<file path="src/rtl/ring_pkg.sv">
// rtl/ring_pkg.sv - shared types and constants for the ring pattern decoder
package ring_pkg;

   typedef enum logic [1:0] {
      SEARCH = 2'd0,
      TRACK  = 2'd1,
      LOCKED = 2'd2
   } state_t;

   localparam logic [1:0] DIR_NONE  = 2'b00;
   localparam logic [1:0] DIR_LEFT  = 2'b01;
   localparam logic [1:0] DIR_RIGHT = 2'b10;

   localparam int STEP_CNT_W = 16;

endpackage

</file>
<file path="src/rtl/onehot_enc.sv">
// rtl/onehot_enc.sv - combinational one-hot to index encoder with validity flag
module onehot_enc #(
   parameter int WIDTH = 8,
   localparam int IDXW = $clog2(WIDTH)
) (
   input  logic [WIDTH-1:0] a,
   output logic [IDXW-1:0]  idx,
   output logic             is_onehot
);

   localparam logic [WIDTH-1:0] ONE = WIDTH'(1);

   always_comb begin
      idx = '0;
      for (int i = 0; i < WIDTH; i++) begin
         if (a[i]) begin
            idx = idx | IDXW'(i);
         end
      end
      // Clearing the lowest set bit leaves zero only when exactly one bit was set.
      is_onehot = (a != '0) && ((a & (a - ONE)) == '0);
   end

endmodule

</file>
<file path="src/rtl/ring_pattern_decoder.sv">
// rtl/ring_pattern_decoder.sv - rotating one-hot decoder: position, direction, lock and step errors
// Optional RING_DEC_STEP_CNT_EN builds the saturating step_cnt output.
module ring_pattern_decoder
   import ring_pkg::*;
#(
   parameter int WIDTH     = 8,
   parameter int LOCK_CNT  = 3,
   parameter int ERR_LIMIT = 2,
   localparam int IDXW     = $clog2(WIDTH)
) (
   input  logic                  clk,
   input  logic                  rst,
   input  logic [WIDTH-1:0]      A,
   input  logic                  pat_valid,
   output logic [IDXW-1:0]       pos,
   output logic [1:0]            dir,
   output logic                  locked,
   output logic                  err
`ifdef RING_DEC_STEP_CNT_EN
   ,
   output logic [STEP_CNT_W-1:0] step_cnt
`endif
);

   localparam int CNT_W  = $clog2(LOCK_CNT + 1);
   localparam int MISS_W = $clog2(ERR_LIMIT + 1);
   localparam int DW     = IDXW + 1;
   localparam logic [IDXW-1:0] LAST_IDX = IDXW'(WIDTH - 1);

   logic [IDXW-1:0] enc_idx;
   logic            enc_onehot;

   onehot_enc #(.WIDTH(WIDTH)) u_enc (
      .a         (A),
      .idx       (enc_idx),
      .is_onehot (enc_onehot)
   );

   state_t              state_q, state_d;
   logic [IDXW-1:0]     pos_q, pos_d;
   logic [IDXW-1:0]     prev_q, prev_d;
   logic [CNT_W-1:0]    cnt_q, cnt_d;
   logic [MISS_W-1:0]   miss_q, miss_d;
   logic [1:0]          cand_q, cand_d;
   logic [1:0]          dir_q, dir_d;
   logic                locked_q, locked_d;
   logic                err_q, err_d;
`ifdef RING_DEC_STEP_CNT_EN
   logic [STEP_CNT_W-1:0] step_q, step_d;
`endif

   logic [DW-1:0]   diff_wide;
   logic [IDXW-1:0] delta;
   logic            is_left, is_right;
   logic [1:0]      cand_new;
   logic [IDXW-1:0] exp_idx;

   // Modular distance from the previous index; widening absorbs the borrow on wrap.
   always_comb begin
      diff_wide = {1'b0, enc_idx} - {1'b0, prev_q};
      if (enc_idx < prev_q) begin
         diff_wide = diff_wide + DW'(WIDTH);
      end
      delta    = diff_wide[IDXW-1:0];
      is_left  = (delta == IDXW'(1));
      is_right = (delta == LAST_IDX);
      cand_new = is_left ? DIR_LEFT : DIR_RIGHT;
      if (dir_q == DIR_LEFT) begin
         exp_idx = (prev_q == LAST_IDX) ? '0 : prev_q + IDXW'(1);
      end else begin
         exp_idx = (prev_q == '0) ? LAST_IDX : prev_q - IDXW'(1);
      end
   end

   always_comb begin
      state_d  = state_q;
      pos_d    = pos_q;
      prev_d   = prev_q;
      cnt_d    = cnt_q;
      miss_d   = miss_q;
      cand_d   = cand_q;
      dir_d    = dir_q;
      locked_d = locked_q;
      err_d    = 1'b0;
`ifdef RING_DEC_STEP_CNT_EN
      step_d   = step_q;
`endif
      if (pat_valid) begin
         case (state_q)
            SEARCH: begin
               if (enc_onehot) begin
                  prev_d  = enc_idx;
                  pos_d   = enc_idx;
                  cnt_d   = '0;
                  cand_d  = DIR_NONE;
                  state_d = TRACK;
               end
            end
            TRACK: begin
               if (!enc_onehot) begin
                  cnt_d   = '0;
                  state_d = SEARCH;
               end else if (is_left || is_right) begin
                  if ((cand_new == cand_q) || (cnt_q == '0)) begin
                     cnt_d = cnt_q + CNT_W'(1);
                  end else begin
                     cnt_d = CNT_W'(1);
                  end
                  cand_d = cand_new;
                  prev_d = enc_idx;
                  pos_d  = enc_idx;
                  if (cnt_d == CNT_W'(LOCK_CNT)) begin
                     state_d  = LOCKED;
                     locked_d = 1'b1;
                     dir_d    = cand_new;
                     miss_d   = '0;
`ifdef RING_DEC_STEP_CNT_EN
                     step_d   = '0;
`endif
                  end
               end else begin
                  prev_d = enc_idx;
                  cnt_d  = '0;
               end
            end
            LOCKED: begin
               if (enc_onehot && (enc_idx == exp_idx)) begin
                  pos_d  = enc_idx;
                  prev_d = enc_idx;
                  miss_d = '0;
`ifdef RING_DEC_STEP_CNT_EN
                  if (step_q != '1) begin
                     step_d = step_q + STEP_CNT_W'(1);
                  end
`endif
               end else begin
                  err_d  = 1'b1;
                  miss_d = miss_q + MISS_W'(1);
                  if (miss_d == MISS_W'(ERR_LIMIT)) begin
                     state_d  = SEARCH;
                     locked_d = 1'b0;
                     dir_d    = DIR_NONE;
                     miss_d   = '0;
                     cnt_d    = '0;
                  end
               end
            end
            default: begin
               state_d = SEARCH;
            end
         endcase
      end
   end

   always_ff @(posedge clk) begin
      if (rst) begin
         state_q  <= SEARCH;
         pos_q    <= '0;
         prev_q   <= '0;
         cnt_q    <= '0;
         miss_q   <= '0;
         cand_q   <= DIR_NONE;
         dir_q    <= DIR_NONE;
         locked_q <= 1'b0;
         err_q    <= 1'b0;
`ifdef RING_DEC_STEP_CNT_EN
         step_q   <= '0;
`endif
      end else begin
         state_q  <= state_d;
         pos_q    <= pos_d;
         prev_q   <= prev_d;
         cnt_q    <= cnt_d;
         miss_q   <= miss_d;
         cand_q   <= cand_d;
         dir_q    <= dir_d;
         locked_q <= locked_d;
         err_q    <= err_d;
`ifdef RING_DEC_STEP_CNT_EN
         step_q   <= step_d;
`endif
      end
   end

   assign pos    = pos_q;
   assign dir    = dir_q;
   assign locked = locked_q;
   assign err    = err_q;
`ifdef RING_DEC_STEP_CNT_EN
   assign step_cnt = step_q;
`endif

endmodule

</file>
<file path="config.mk">
export PLATFORM = sky130hd
export DESIGN_NAME = ring_pattern_decoder
export DESIGN_NICKNAME = d
export VERILOG_FILES = /design/src/rtl/ring_pkg.sv /design/src/rtl/onehot_enc.sv /design/src/rtl/ring_pattern_decoder.sv
export SDC_FILE = /design/constraint.sdc
export NUM_CORES = 1
export LEC_CHECK = 0
export BUFFER_PORTS_ARGS = -buffer_cell sky130_fd_sc_hd__buf_2
export CAP_MARGIN = 10
export CORE_ASPECT_RATIO = 1.25
export CORE_MARGIN = 4
export CORE_UTILIZATION = 51
export CTS_CLUSTER_SIZE = 20
export DETAILED_ROUTE_END_ITERATION = 10
export PLACE_DENSITY = 0.72
export SYNTH_ARGS = -nofsm -noshare
export SYNTH_HDL_FRONTEND = slang
export SYNTH_HIERARCHICAL = 1
export SYNTH_SLANG_ARGS = --single-unit
</file>
<file path="constraint.sdc">
create_clock -name clk -period 2.4 [get_ports clk]
set_input_delay 0 -clock clk [delete_from_list [all_inputs] [get_ports clk]]
set_output_delay 0 -clock clk [all_outputs]
set_load 0.01 [all_outputs]
</file>
==> impl_metrics.py, run 1 <==
metrics = {
    "clock_tree": {
        "cts_sinks": 18,
        "clkLatencyLatePin_ns": 0.29,
        "cts_tree": "done",
        "cts_root_buf": "clkbuf_4",
        "cts_buffers": 3,
        "clkTransAtPathRegs_ns": 0.11,
        "cts.path.max_buffers": 2,
        "ctsHoldBuffers": 0,
        "h-tree-depth": 1,
        "cts_setup_buffers": 0,
    },
    "floorplan": {
        "dieArea_sq_um": 3390,
        "placementRows": 20,
        "die_height_microns": 64.1,
        "io_pins": 18,
        "initial_core_util": 0.528,
        "die_x_microns": 52.9,
        "core_sq_um": 2430,
    },
    "worst_setup_path": {
        "r2r_slack_ns": 0.08,
        "crit_type": "reg2reg",
        "critPathRequiredTime_ns": 2.63,
        "end_kind": "register",
        "critPathMaxFanout": 7,
        "worstReg2RegStart": "prev_q[0]$_SDFFE_PP0P_",
        "startpoint_type": "register",
        "r2r_end": "miss_q[1]$_SDFFE_PP0P_",
        "r2r_cells": 9,
        "worstPathArrival_ns": 2.55,
    },
    "yosys": {
        "synth-main-ff-cell": "dfxtp_1",
        "synth_edf_count": 0,
        "synth-seq-cells": 18,
        "async_flop_share": 0,
        "ys_types": 50,
        "yosysSeqAreaShare": 0.281,
        "syn_inst": 141,
        "synth_area_sq_um": 1280,
        "yosysWarnings": 6,
        "synthesis.nets": 159,
        "synth.avg_cell_area_sq_um": 9.10,
    },
    "detailed_routing": {
        "finalWirelength_microns": 2980,
        "viasPerCell": 5.72,
        "routed-via-count": 1185,
        "wl_per_cell_microns": 14.4,
        "drtAntennaViolNets": 0,
        "drc": 0,
        "drtIter0Drc": 20,
        "drt-pass1-iter-count": 4,
    },
    "placed_design": {
        "routabilityCongestion": 0.759,
        "dpl.hpwl_microns": 2380,
        "portBuffers": 17,
    },
    "min_path": {
        "hold_path_class": "in2reg",
        "whs_path_depth": 2,
        "hp-start": "rst",
        "hold_end": "prev_q[2]$_SDFFE_PP0P_",
    },
    "sta": {
        "finClkSkew_ns": 0.00389,
        "tightest_slew_ns": 0.569,
        "maxSlewHeadroom": 0.618,
        "final-hold-violation-count": 0,
        "holdWs_ns": 0.0543,
        "period_needed_ns": 2.32,
        "drv_slew": 0,
        "tns_ns": 0,
        "fin_crit_sh": 0.965,
        "fmax_ghz": 0.432,
        "setup_viol": 0,
        "rsz0062_at_grt": "yes",
    },
    "grt": {
        "grt_pass1_wl_microns": 5230,
        "grt_max_degree": 15,
        "gr-usage-all-layers": 0.198,
        "overflow": 0,
        "grt_pass1_vias": 1243,
        "grt_antenna_before_repair": 0,
    },
    "power_and_ir_drop": {
        "power.density_nw_per_um2": 354,
        "power.leakage_uw": 0.000684,
        "irDropWorstVdd_uv": 307,
    },
    "status": {
        "outcome": "complete, no violations",
    },
    "finish": {
        "antenna_cells": 0,
        "final_nets": 193,
        "syn2layout_area_growth_pct": 25.0,
        "drive_gt1_frac": 0.345,
        "layout_common_cells": "nand2_1, buf_2, dfxtp_1",
    },
    "flow_run": {
        "max_cap_viol_count": 0,
    },
}
## flip-flops by register name, indices dropped and copies added, names as in the netlist
| name | cells |
|---|---|
| cand_q | 2 |
| cnt_q | 2 |
| dir | 2 |
| err | 1 |
| locked | 1 |
| miss_q | 2 |
| pos | 3 |
| prev_q | 3 |
| state_q | 2 |
## cells by family (layout without fill, tap and decap cells)
group	count (synthesis)	count (layout)	share of synthesized area
AOI/OAI and AO/OA	26	26	0.186
xor gates and xnor gates	6	6	0.0576
adders and majority gates	7	7	0.0741
buffers and inverters	11	44	0.0322
DFF	18	18	0.281
muxes	8	8	0.0644
and+or+nand+nor	65	65	0.304
## worst max-delay path by stage
| stage | start | to | depth (start not counted) |
|---|---|---|---|
| 2_1_floorplan | A[3] | cnt_q[1]$_SDFFE_PP0P_ | 8 |
| 3_3_place_gp | A[3] | cnt_q[1]$_SDFFE_PP0P_ | 9 |
| 3_5_place_dp | A[3] | cnt_q[1]$_SDFFE_PP0P_ | 9 |
| 4_1_cts | prev_q[0]$_SDFFE_PP0P_ | cnt_q[0]$_SDFFE_PP0P_ | 8 |
| 5_1_grt | prev_q[0]$_SDFFE_PP0P_ | miss_q[1]$_SDFFE_PP0P_ | 9 |
| 6_report | prev_q[0]$_SDFFE_PP0P_ | miss_q[1]$_SDFFE_PP0P_ | 9 |
## where the power goes
part / total, uW / switching [uW] / internal, uW
Sequential: 301 / 1.71 / 299
Clock: 190 / 98.1 / 92.3
Combinational: 76.5 / 41.0 / 35.5
## layer usage
metal | routed length [microns] | up-vias | GRT usage | part of all wire
met5 | 0 | - | 0 | 0
li1 | - | 579 | - | -
met2 | 1590 | 30 | 0.370 | 0.53
met1 | 1160 | 568 | 0.222 | 0.39
met3 | 130 | 8 | 0.0256 | 0.044
met4 | 100 | 0 | 0.0607 | 0.034
## worst max-delay path, cell delays in order, from the launching register on
cell       delay [ns]
dfxtp_4          0.38
ha_4             0.16
fa_2             0.60
nor2b_4          0.18
a21oi_2          0.06
a311o_1          0.39
nand4_4          0.15
buf_4            0.13
a2bb2oi_1        0.06
nor3b_2          0.15
## per-stage QoR
stage	setup slack [ns]	power (uW)	instances	utilization	instance area [sq um]
after floorplan	0.0164	346	141	-	1280
after global placement	-0.0838	378	203	0.622	1510
after detailed placement	-0.138	380	203	0.622	1510
after CTS	0.0190	568	207	0.638	1550
after global routing	-0.0357	594	207	0.660	1600
final	0.0830	568	207	0.660	1600
## final cells by class
class / instances / area, sq um
well taps: 33 / 41.3
flip-flops and latches: 18 / 365
multi-input cells: 112 / 932
clock buffers: 4 / 36.3
fillers: 223 / 825
inverters: 8 / 30.0
repair buffers: 32 / 198
## timing repair
| item | in CTS | in global routing |
|---|---|---|
| pin swaps | 1 | 6 |
| resized for setup | 1 | 14 |
| setup endpoints to repair | 1 | 15 |
## cells in the mapped netlist (2+ instances only)
library cell | count | area share
or3_4 | 2 | 0.018
a2bb2oi_1 | 2 | 0.014
nor2_1 | 14 | 0.041
nand2_1 | 17 | 0.050
ha_1 | 6 | 0.059
inv_1 | 8 | 0.023
xnor2_1 | 3 | 0.020
o21ai_1 | 2 | 0.0078
a31oi_1 | 2 | 0.0098
clkbuf_1 | 3 | 0.0088
dfxtp_1 | 18 | 0.28
and3_1 | 2 | 0.0098
nand4_1 | 2 | 0.0098
mux2i_1 | 6 | 0.047
a21oi_1 | 3 | 0.012
nand2b_1 | 7 | 0.034
o311ai_1 | 2 | 0.014
nand3b_1 | 2 | 0.012
o21a_1 | 2 | 0.012
nor2b_1 | 7 | 0.034
or4_1 | 2 | 0.012
(Power assumes the default switching activity.)
==> run 2, diff against run 1 <==
- SYNTH_HIERARCHICAL: 1 -> not set
==> impl_metrics.py, run 2 <==
metrics = {
    "placed_design": {
        "routabilityCongestion": 0.857,
        "postPlaceCellArea_sq_um": 1710,
        "dpl.hpwl_microns": 2740,
        "portBuffers": 17,
    },
    "worst_setup_path": {
        "startpoint_type": "register",
        "critPathRequiredTime_ns": 2.62,
        "crit_type": "reg2reg",
        "critPathMaxFanout": 4,
        "end_kind": "register",
        "worstPathArrival_ns": 2.86,
    },
    "yosys": {
        "synth.avg_cell_area_sq_um": 9.04,
        "synth_compound_area_frac": 0.275,
        "yosys.area.top_type": "dfxtp_1",
        "synth_edf_count": 0,
        "synthTopCellsByArea": "dfxtp_1, ha_1, xnor2_1",
        "async_flop_share": 0,
        "yosysWarnings": 0,
        "synth_commonest_cells": "dfxtp_1, inv_1, xnor2_1",
        "synthesis.nets": 168,
        "synthSimpleGateAreaFrac": 0.243,
        "synth_top_area_share": 0.266,
        "synth-seq-cells": 18,
        "synth_xor_area_frac": 0.0683,
        "synthMuxAreaShare": 0.0258,
        "syn_inst": 150,
        "synth-main-ff-cell": "dfxtp_1",
        "synthMostInstantiatedCell": "dfxtp_1",
        "synth_fa_ha_area_frac": 0.0701,
        "synth_area_sq_um": 1360,
        "ys_types": 57,
        "yosysSeqAreaShare": 0.266,
        "synth_top_family_by_area": "compound AO/OA/AOI/OAI gates",
    },
    "clock_tree": {
        "cts_root_buf": "clkbuf_4",
        "cts_tree": "done",
        "clkLatencyLatePin_ns": 0.31,
        "cts_sinks": 18,
        "clkTransAtPathRegs_ns": 0.12,
        "ctsHoldBuffers": 0,
        "cts_buffers": 3,
        "cts.path.max_buffers": 2,
        "h-tree-depth": 1,
    },
    "floorplan": {
        "core_sq_um": 2480,
        "initial_core_util": 0.547,
        "io_pins": 18,
        "placementRows": 20,
        "die_x_microns": 54.1,
        "dieArea_sq_um": 3550,
        "die_height_microns": 65.7,
    },
    "detailed_routing": {
        "wl_per_cell_microns": 20.1,
        "drt-pass1-iter-count": 4,
        "finalWirelength_microns": 4800,
        "drtAntennaViolNets": 0,
        "drtIter0Drc": 75,
        "drc": 0,
        "routed-via-count": 1519,
        "viasPerCell": 6.36,
    },
    "flow_run": {
        "max_cap_viol_count": 0,
    },
    "sta": {
        "drv_slew": 0,
        "maxSlewHeadroom": 0.563,
        "setup_viol": 13,
        "setup_ws_ns": -0.242,
        "fin_crit_sh": 1.10,
        "holdWs_ns": 0.0680,
        "final-hold-violation-count": 0,
        "rsz0062_at_grt": "yes",
        "period_needed_ns": 2.64,
        "tightest_slew_ns": 0.655,
        "finClkSkew_ns": 0.00833,
        "fmax_ghz": 0.378,
    },
    "power_and_ir_drop": {
        "power.leakage_uw": 0.000789,
        "power.density_nw_per_um2": 318,
        "irDropWorstVdd_uv": 228,
    },
    "grt": {
        "grt_pass1_vias": 1415,
        "grt_max_degree": 17,
        "grt_pass1_wl_microns": 6170,
        "overflow": 0,
        "gr-usage-all-layers": 0.234,
        "grt_antenna_before_repair": 0,
    },
    "finish": {
        "syn2layout_area_growth_pct": 53.9,
        "fillers": 134,
        "fin_util": 0.842,
        "drive_gt1_frac": 0.515,
        "fin_area_sq_um": 2090,
        "antenna_cells": 0,
        "final_common_cell": "buf_4",
        "final_nets": 225,
        "layout_common_cells": "buf_4, dfxtp_1, buf_2",
    },
    "min_path": {
        "hold_path_class": "in2reg",
    },
    "status": {
        "violations": "negative setup slack",
        "outcome": "finished, violations left",
    },
}
run 2: cell types whose count changed after synthesis, moves of 3 or more:
cell and change:
nor3_1 +5, xnor2_1 +5, inv_1 +7, o31ai_1 +5
nor2b_1 -5, or3_1 +5, a21boi_0 +3, nand3_1 +3
a21oi_1 +4, nand2_1 -12, mux2i_1 -4, nand2b_1 -6
nor2_1 -8
run 2: path summary, 6_finish.rpt:
| check | from | to | slack, ns | cells after the start |
|---|---|---|---|---|
| worst max-delay path | prev_q[0]$_SDFFE_PP0P_ | dir[1]$_SDFFE_PP0P_ | -0.24 | 8 |
| worst min-delay path | pat_valid | state_q[1]$_SDFFE_PP0P_ | 0.07 | 4 |
| worst max register to register | prev_q[0]$_SDFFE_PP0P_ | dir[1]$_SDFFE_PP0P_ | -0.24 | 8 |
| worst min register to register | miss_q[1]$_SDFFE_PP0P_ | miss_q[1]$_SDFFE_PP0P_ | 0.46 | 2 |
run 2: cells by family (layout without fill, tap and decap cells):
family,count (synthesis),count (layout)
compound gates,45,45
flops,18,18
fa+ha+maj,7,7
buf+inv,19,75
xor+xnor,9,9
simple gates,49,49
mux,3,3
run 2: final cells by class:
cell class | count | area, sq um | area share
clock buffer | 4 | 36.3 | 0.0174
inverter | 15 | 56.3 | 0.0270
multi-input combinational | 113 | 1190 | 0.571
sequential | 18 | 364 | 0.174
tap | 33 | 41.3 | 0.0198
timing repair buffer | 56 | 397 | 0.190
run 2: power by group:
part	switching, uW	total [uW]	internal (uW)
logic	82.4	151	68.5
clock network	109	202	92.6
registers	7.39	310	303
run 2: critical path, stage by stage, from the launching register on:
cell,delay (ns)
dfxtp_4,0.39
ha_4,0.13
inv_2,0.04
fa_2,0.53
xnor3_1,0.44
nor3_2,0.16
a21bo_2,0.28
or4b_4,0.52
o41ai_2,0.06
run 2: what timing repair did:
item,in CTS,in global routing
setup endpoints to repair,13,15
setup buffers,2,7
pin swaps,9,15
resized for setup,12,41
endpoints found under the hold margin,0,0
run 2: per-layer routing:
metal	up-vias	global-route usage	part of all wire
met5	-	0	0
met4	0	0.0903	0.031
met3	21	0.0363	0.049
met2	65	0.410	0.54
met1	739	0.273	0.38
li1	694	-	-
run 2: metrics by stage:
stage / TNS, ns / setup slack (ns) / total power [uW] / cells
5_1_grt: -2.69 / -0.333 / 688 / 239
4_1_cts: -0.721 / -0.159 / 633 / 232
6_report: -1.50 / -0.242 / 663 / 239
3_5_place_dp: -2.18 / -0.322 / 433 / 226
3_3_place_gp: -1.10 / -0.238 / 428 / 226
2_1_floorplan: -0.328 / -0.181 / 372 / 150
==> run 3, diff against run 2 <==
- CELL_PAD_IN_SITES_DETAIL_PLACEMENT: not set -> 1
- CELL_PAD_IN_SITES_GLOBAL_PLACEMENT: not set -> 2
- CORE_UTILIZATION: 51 -> 31
- PLACE_DENSITY: 0.72 -> 0.71
==> impl_metrics.py, run 3 (synthesis gave the netlist of run 2 again) <==
metrics = {
    "status": {
        "outcome": "finished, violations left",
        "violations": "negative setup slack",
    },
    "worst_setup_path": {
        "r2r_cells": 8,
        "worstReg2RegStart": "prev_q[0]$_SDFFE_PP0P_",
        "worstSetupStartpoint": "prev_q[0]$_SDFFE_PP0P_",
        "startpoint_type": "register",
        "crit_type": "reg2reg",
        "end_kind": "register",
        "worstPathArrival_ns": 2.75,
        "critPathMaxFanout": 3,
        "r2r_end": "dir[1]$_SDFFE_PP0P_",
        "critPathRequiredTime_ns": 2.58,
        "r2r_slack_ns": -0.18,
    },
    "sta": {
        "tightest_slew_ns": 0.610,
        "rsz0062_at_grt": "yes",
        "finClkSkew_ns": 0.00482,
        "setup_ws_ns": -0.175,
        "period_needed_ns": 2.58,
        "drv_slew": 0,
        "fmax_ghz": 0.388,
        "fin_crit_sh": 1.07,
        "final-hold-violation-count": 0,
        "setup_viol": 8,
        "maxSlewHeadroom": 0.593,
    },
    "floorplan": {
        "placementRows": 26,
        "initial_core_util": 0.326,
        "die_x_microns": 67.2,
        "io_pins": 18,
        "die_height_microns": 82.0,
        "dieArea_sq_um": 5500,
        "core_sq_um": 4160,
    },
    "power_and_ir_drop": {
        "sw_frac_of_total": 0.293,
        "power.density_nw_per_um2": 337,
        "p_int_uw": 526,
        "power.leakage_uw": 0.000810,
        "p_sw_uw": 218,
        "p_comb_frac": 0.216,
        "sequentialPowerShare": 0.415,
        "p_clk_frac": 0.369,
        "irDropWorstVdd_uv": 221,
    },
    "placed_design": {
        "portBuffers": 17,
        "routabilityCongestion": 0.780,
        "dp_cells": 252,
        "postPlaceCellArea_sq_um": 1760,
        "dpl.hpwl_microns": 3420,
    },
    "flow_run": {
        "max_cap_viol_count": 0,
    },
    "detailed_routing": {
        "drt-pass1-iter-count": 4,
        "routed-via-count": 1440,
        "drtAntennaViolNets": 0,
        "finalWirelength_microns": 4990,
        "drc": 0,
        "viasPerCell": 5.52,
        "wl_per_cell_microns": 19.1,
        "drtIter0Drc": 44,
    },
    "finish": {
        "fillers": 492,
        "syn2layout_area_growth_pct": 62.8,
        "antenna_cells": 0,
        "final_nets": 224,
        "instances_no_fill": 261,
        "layout_common_cells": "buf_4, dfxtp_1, buf_2",
        "fin_area_sq_um": 2210,
        "drive_gt1_frac": 0.541,
        "final_common_cell": "buf_4",
        "fin_util": 0.530,
    },
    "clock_tree": {
        "clkLatencyLatePin_ns": 0.27,
        "cts_buffers": 3,
        "cts_tree": "done",
        "ctsHoldBuffers": 0,
        "cts.path.max_buffers": 2,
        "cts_root_buf": "clkbuf_8",
        "h-tree-depth": 1,
        "cts_sinks": 18,
        "clkTransAtPathRegs_ns": 0.08,
    },
    "min_path": {
        "hp-start": "rst",
        "whs_path_depth": 2,
        "hold_end": "state_q[0]$_SDFFE_PP0P_",
        "hold_path_class": "in2reg",
    },
    "grt": {
        "gr-usage-all-layers": 0.189,
        "grt_pass1_wl_microns": 7800,
        "grt_max_degree": 17,
        "grt_pass1_vias": 1617,
        "overflow": 0,
        "grt_antenna_before_repair": 0,
    },
}
run 3: changes by cell type in the layout (fill, tap and decap cells not counted), moves of 2 or more:
cell      previous run  this run
a21oi_2              4         2
buf_6                5         3
clkbuf_4             3         0
clkbuf_8             1         4
ha_1                 3         1
xnor2_2              6         3
xnor2_4              1         4
run 3: routing by layer:
| layer | track usage | wire [microns] | up-vias |
|---|---|---|---|
| met4 | 0.0629 | 87 | 0 |
| met5 | 0 | 0 | - |
| li1 | - | - | 693 |
| met2 | 0.368 | 2820 | 15 |
| met1 | 0.206 | 2020 | 724 |
| met3 | 0.0219 | 61 | 8 |
run 3: final cells by class:
cell class / instances / area, sq um / area share
multi-input combinational: 113 / 1270 / 0.576
tap: 56 / 70.1 / 0.0317
clock buffer: 4 / 55.1 / 0.0249
timing repair buffer: 55 / 394 / 0.178
sequential: 18 / 362 / 0.164
inverter: 15 / 56.3 / 0.0255
run 3: worst max path at each step:
| stage | to | slack [ns] | depth (start not counted) |
|---|---|---|---|
| finish | dir[1]$_SDFFE_PP0P_ | -0.18 | 8 |
| global placement | dir[1]$_SDFFE_PP0P_ | -0.30 | 12 |
| global route | dir[1]$_SDFFE_PP0P_ | -0.25 | 8 |
| CTS | dir[1]$_SDFFE_PP0P_ | -0.18 | 9 |
| detailed placement | dir[0]$_SDFFE_PP0P_ | -0.36 | 12 |
| floorplan | dir[1]$_SDFFE_PP0P_ | -0.18 | 9 |
run 3: power groups by stage:
stage               Combinational (uW)  Clock [uW]  Sequential [uW]
floorplan                         57.6           0              314
global placement                   119           0              314
detailed placement                 125           0              314
CTS                                144         270              308
global route                       172         286              310
finish                             161         275              309
run 3: worst max-delay path: stages, from the launching register on:
cell and delay [ns]:
dfxtp_2 0.36, ha_4 0.13, inv_2 0.03, fa_2 0.53, xnor3_1 0.44, nor3_2 0.12
a21bo_2 0.26, or4b_4 0.54, o41ai_2 0.06
run 3: timing repair:
| action | in CTS | in global routing |
|---|---|---|
| endpoints found under the setup margin | 13 | 14 |
| cloned | 0 | 0 |
| gates resized for setup | 38 | 23 |
| pin swaps | 23 | 11 |
| setup buffers | 7 | 2 |
| endpoints found under the hold margin | 0 | 0 |
run 3: stage by stage:
stage	setup TNS (ns)	total power [uW]	hold slack [ns]	setup WS, ns
finish	-0.701	744	0.124	-0.175
global route	-1.52	768	0.122	-0.247
CTS	-0.731	722	0.112	-0.178
detailed placement	-2.98	439	0.391	-0.362
global placement	-2.17	433	0.359	-0.299
floorplan	-0.328	372	0.179	-0.181
